### config.mk
export PLATFORM = sky130hd
export DESIGN_NAME = jtkicker_colmix_n
export DESIGN_NICKNAME = d
export VERILOG_FILES = /design/src/rtl/jtkicker_colmix_n.sv
export SDC_FILE = /design/constraint.sdc
export NUM_CORES = 1
export LEC_CHECK = 0
export CORE_ASPECT_RATIO = 1.2
export CORE_MARGIN = 3
export CORE_UTILIZATION = 45
export CTS_BUF_LIST = sky130_fd_sc_hd__clkbuf_4
export DETAILED_ROUTE_END_ITERATION = 7
export PLACE_DENSITY = 0.73
export SLEW_MARGIN = 0
export SYNTH_ARGS = -nofsm -noshare
export SYNTH_HDL_FRONTEND = slang
export SYNTH_SLANG_ARGS = --single-unit
export TNS_END_PERCENT = 30
### constraint.sdc
create_clock -name clk -period 2.8 [get_ports clk]
set_input_delay 0.42 -clock clk [delete_from_list [all_inputs] [get_ports clk]]
set_output_delay 0.42 -clock clk [all_outputs]
set_load 0.01 [all_outputs]
### src/rtl/jtkicker_colmix_n.sv
// rtl/jtkicker_colmix_n.sv - N-layer priority colour mixer with loadable palette and blank-aligned output
module jtkicker_colmix_n #(
    parameter  int LAYERS = 2,
    parameter  int PW     = 4,
    parameter  int DW     = 8,
    parameter  int RBITS  = 3,
    parameter  int GBITS  = 3,
    parameter  int BBITS  = 2,
    parameter  int DLY    = 3,
    localparam int LW     = (LAYERS > 2) ? $clog2(LAYERS) : 1,
    localparam int AW     = LW + PW
) (
    input  logic                 clk,
    input  logic                 rst_n,
    input  logic                 pxl_cen,
    input  logic [LAYERS*PW-1:0] pxl_in,
    input  logic [LAYERS-1:0]    gfx_en,
    input  logic                 LHBL,
    input  logic                 LVBL,
    input  logic [AW-1:0]        prog_addr,
    input  logic [DW-1:0]        prog_data,
    input  logic                 prog_we,
    output logic [3:0]           red,
    output logic [3:0]           green,
    output logic [3:0]           blue,
    output logic                 LHBL_dly,
    output logic                 LVBL_dly
);

    logic [DW-1:0] pal [2**AW];
    logic [LW-1:0] win;
    logic [PW-1:0] win_pen;
    logic [AW-1:0] addr_r;
    logic [DW-1:0] pal_q;
    logic [DLY-1:0] hsr, vsr;
    logic [DLY-1:0] hchain, vchain;
    logic           hnext, vnext;
    logic           unused_bits;

    // Replicate the component MSB-first until 4 bits are filled
    function automatic logic [3:0] expand(input logic [3:0] x, input int bits);
        logic [3:0] res;
        res = '0;
        for (int i = 0; i < 4; i++) begin
            res[3-i] = x[2'(bits - 1 - (i % bits))];
        end
        return res;
    endfunction

    always_comb begin
        win     = LW'(LAYERS - 1);
        win_pen = gfx_en[LAYERS-1] ? pxl_in[(LAYERS-1)*PW +: PW] : '0;
        for (int k = LAYERS - 2; k >= 0; k--) begin
            if (gfx_en[k] && pxl_in[k*PW +: PW] != '0) begin
                win     = LW'(k);
                win_pen = pxl_in[k*PW +: PW];
            end
        end
    end

    always_ff @(posedge clk) begin
        if (prog_we) begin
            pal[prog_addr] <= prog_data;
        end
    end

    // The blank gate uses the value the delay line is about to present,
    // so colour and LHBL_dly/LVBL_dly switch on the same tick.
    assign hchain   = DLY'({hsr, LHBL});
    assign vchain   = DLY'({vsr, LVBL});
    assign hnext    = hchain[DLY-1];
    assign vnext    = vchain[DLY-1];
    assign LHBL_dly = hsr[DLY-1];
    assign LVBL_dly = vsr[DLY-1];

    assign unused_bits = ^pal_q;

    always_ff @(posedge clk or negedge rst_n) begin
        if (!rst_n) begin
            addr_r <= '0;
            pal_q  <= '0;
            hsr    <= '0;
            vsr    <= '0;
            red    <= '0;
            green  <= '0;
            blue   <= '0;
        end else if (pxl_cen) begin
            addr_r <= {win, win_pen};
            pal_q  <= pal[addr_r];
            hsr    <= hchain;
            vsr    <= vchain;
            if (hnext && vnext) begin
                red   <= expand(4'(pal_q[RBITS-1:0]), RBITS);
                green <= expand(4'(pal_q[RBITS +: GBITS]), GBITS);
                blue  <= expand(4'(pal_q[RBITS+GBITS +: BBITS]), BBITS);
            end else begin
                red   <= '0;
                green <= '0;
                blue  <= '0;
            end
        end
    end

endmodule

==> flow_summary.ini <==
[power]
peakVddDrop_mv = 0.248
p_per_area_nw_per_um2 = 676
p_leak_nw = 3.48
report.power.total_mw = 6.65

[worst_setup_path]
worstPathCellList = buf_12, mux2i_1, a22oi_1, a21oi_1, nor4_1, mux2_2
worstPathBufferInverterCount = 1
critical_path.reg2reg.endpoint = pal_q[0]
critPathCaptureType = flip-flop
crit_slowest_cell = sky130_fd_sc_hd__dfrtp_4
cp_top_family = flip-flops
max_stage_delay_ps = 720
timing.critical_path.arrival_ps = 2760
ff2ff_setup_slack_ps = 580
reg2reg_from = addr_r[0]
critical_path.startpoint_type = flip-flop
critPathKind = flip-flop to flip-flop
wp_data_required_ps = 3340
worst-r2r-cell-count = 6
crit_fanout = 35

[clock_network]
hold_buffer_count_at_cts = 0
post_cts.repair.setup_buffers = 0
numCtsBuffers = 50
worst_setup_hold_path_clk_slew_ps = 70
clock_path_buffers = 3
clock_insertion_delay_worst_skew_ps = 600
clock_sink_count = 215
tritoncts = done
number_of_gates_resized_after_cts = 0
total_number_of_h_tree_levels = 2
clock_tree_root_driver_cell = sky130_fd_sc_hd__clkbuf_4

[grt]
grt-ovfl-total = 0
grt_pass1_vias = 5101
number_of_antenna_violations_at_the_first_check_in_global_routing = 1
grt_pass1_wl_um = 27000
grt_usage = 0.168
grt_start_max_net_pins = 36

[final_layout]
final_nets = 628
fill_cells = 1469
layout-drive-gt1-share = 0.170
fin_area_sq_um = 9840
multi_input_area_sq_um = 2040
register_area_sq_um = 6340
syn_to_final_growth_pct = 13.8

[timing]
timing.final.max_slew_violations = 0
timing.hold.ws_ps = 366
worst_slew_margin_rel = 0.331
report.final.setup_viol = 0
report.final.hold_viol_count = 0
part_of_the_cycle_the_worst_path_needs = 0.794
max_slew.worst_pin.slew_ps = 1000
final.setup_skew_ps = 30.3
setup_total_negative_slack_ps = 0
clock.fmax_mhz = 450
grt_setup_unrepaired = false
final.min_clock_period_ps = 2220

[placed_design]
gp_routability_congestion = 0.876
placedInstanceArea_sq_um = 9230
buffer_ports.inserted = 36
detailed_place_hpwl_um = 11000

[logic_synthesis]
synth-edff-count = 192
ys_seq_elements = 215
synth_top_area_share = 0.667
postSynth.asyncResetShare = 0.107
synth_cells = 526
syn_avg_cell_area_sq_um = 16.4
synth-seq-area-share = 0.734
leading_register_cell_type_out_of_synthesis = sky130_fd_sc_hd__edfxtp_1
yosysTopAreaCell = sky130_fd_sc_hd__edfxtp_1
synthesis.area_sq_um = 8640
ys.warnings.count = 0
synthDistinctLibCells = 30
post_synth_main_area_contributors = sky130_fd_sc_hd__edfxtp_1 67%, sky130_fd_sc_hd__mux2i_1 11%, sky130_fd_sc_hd__dfrtp_1 6.7%, sky130_fd_sc_hd__a22oi_1 4.2%, sky130_fd_sc_hd__mux2_2 1.7%

[route]
dr_total_vias = 4813
route.detailed.vias_per_inst = 5.41
postRouteWirelength_um = 17400
first_pass_iters = 5
drt_first_iter_violations = 424
wl_per_cell_um = 19.6
drtAntennaViolNets = 0
drc_errors = 0

[die]
floorplan.die_area_sq_um = 20900
core_area_sq_um = 18500
fp-row-count = 54
io_pins = 43
start_util = 0.467
die_width_um = 133
floorplan.die.height_um = 158

[hold_path]
worst_hold_path_type = primary input to asynchronous set/reset pin

[run_status]
outcome = completed

[run]
max_cap_violations = 0
worst max-delay path by stage:
stage | start | endpoint | slack (ps) | cells after the start
finish | addr_r[0] | pal_q[0] | 580 | 6
floorplan | prog_addr[1] | pal[0][0] | 1090 | 3
global placement | prog_we | pal[4][7] | 400 | 3
CTS | addr_r[0] | pal_q[0] | 570 | 6
detailed placement | prog_we | pal[12][7] | 350 | 3
global route | addr_r[0] | pal_q[0] | 430 | 6
kinds of logic (layout without fill, tap and decap cells):
| group | Yosys count | in the layout | share of synthesized area |
|---|---|---|---|
| AOI/OAI and AO/OA | 83 | 83 | 0.0638 |
| buffers and inverters | 40 | 147 | 0.0314 |
| DFF | 215 | 215 | 0.734 |
| muxes | 109 | 109 | 0.128 |
| other | 1 | 5 | 0.000434 |
| and+or+nand+nor | 78 | 78 | 0.0424 |
report_power, final:
part	switching [mW]	total, mW	internal, mW
combinational	0.372	0.672	0.300
clock	1.14	2.32	1.18
sequential	0.0674	3.66	3.59
total	1.58	6.65	5.07
cell usage after synthesis (2+ instances only):
cell,count
sky130_fd_sc_hd__nor2_1,38
sky130_fd_sc_hd__nand2b_1,2
sky130_fd_sc_hd__nand3_1,6
sky130_fd_sc_hd__edfxtp_1,192
sky130_fd_sc_hd__inv_1,6
sky130_fd_sc_hd__a21oi_1,24
sky130_fd_sc_hd__or3b_2,3
sky130_fd_sc_hd__nor2b_1,2
sky130_fd_sc_hd__buf_4,11
sky130_fd_sc_hd__buf_6,3
sky130_fd_sc_hd__buf_2,10
sky130_fd_sc_hd__mux2i_1,96
sky130_fd_sc_hd__a31oi_1,4
sky130_fd_sc_hd__nand3b_1,5
sky130_fd_sc_hd__a22oi_1,48
sky130_fd_sc_hd__mux2_2,13
sky130_fd_sc_hd__clkbuf_1,5
sky130_fd_sc_hd__dfrtp_1,23
sky130_fd_sc_hd__o22ai_1,6
sky130_fd_sc_hd__buf_12,2
sky130_fd_sc_hd__nor4_1,6
sky130_fd_sc_hd__nand2_1,13
per-layer routing:
metal,track usage,routed length (um),vias to the layer above
met5,0,0,-
met4,0.0861,623,0
met3,0.0369,1050,55
met2,0.296,8920,181
met1,0.194,6810,2357
li1,-,-,2220
cells in the final DEF, fill, tap and decap left out, types with 13 or more instances in the layout:
| cell | n |
|---|---|
| sky130_fd_sc_hd__dfrtp_1 | 22 |
| sky130_fd_sc_hd__nand2_1 | 13 |
| sky130_fd_sc_hd__nor2_1 | 38 |
| sky130_fd_sc_hd__a21oi_1 | 24 |
| sky130_fd_sc_hd__clkdlybuf4s50_1 | 36 |
| sky130_fd_sc_hd__edfxtp_1 | 192 |
| sky130_fd_sc_hd__mux2i_1 | 96 |
| sky130_fd_sc_hd__mux2_2 | 13 |
| sky130_fd_sc_hd__clkinv_1 | 15 |
| sky130_fd_sc_hd__a22oi_1 | 48 |
| sky130_fd_sc_hd__buf_4 | 14 |
| sky130_fd_sc_hd__clkbuf_4 | 72 |
final cells by class:
| type | count | share of cell area |
|---|---|---|
| Sequential cell | 215 | 0.645 |
| Multi-Input combinational cell | 274 | 0.207 |
| Clock buffer | 72 | 0.0549 |
| Timing Repair Buffer | 52 | 0.0514 |
| Tap cell | 252 | 0.0320 |
| Clock inverter | 17 | 0.00674 |
| Inverter | 6 | 0.00229 |
| Antenna cell | 1 | 0.000254 |
state kept, by name (all words and copies together) (netlist names):
register / cells
pal_q: 6
red: 2
vsr: 3
blue: 2
addr_r: 5
green: 2
pal: 192
hsr: 3
per-stage QoR:
stage / std cells / util / worst slack [ps]
6_report: 889 / 0.531 / 577
5_1_grt: 889 / 0.531 / 429
4_1_cts: 888 / 0.531 / 571
3_5_place_dp: 799 / 0.499 / 350
3_3_place_gp: 799 / 0.499 / 403
2_1_floorplan: 529 / - / 1090
Note: power is estimated with default switching activity, not from simulation.
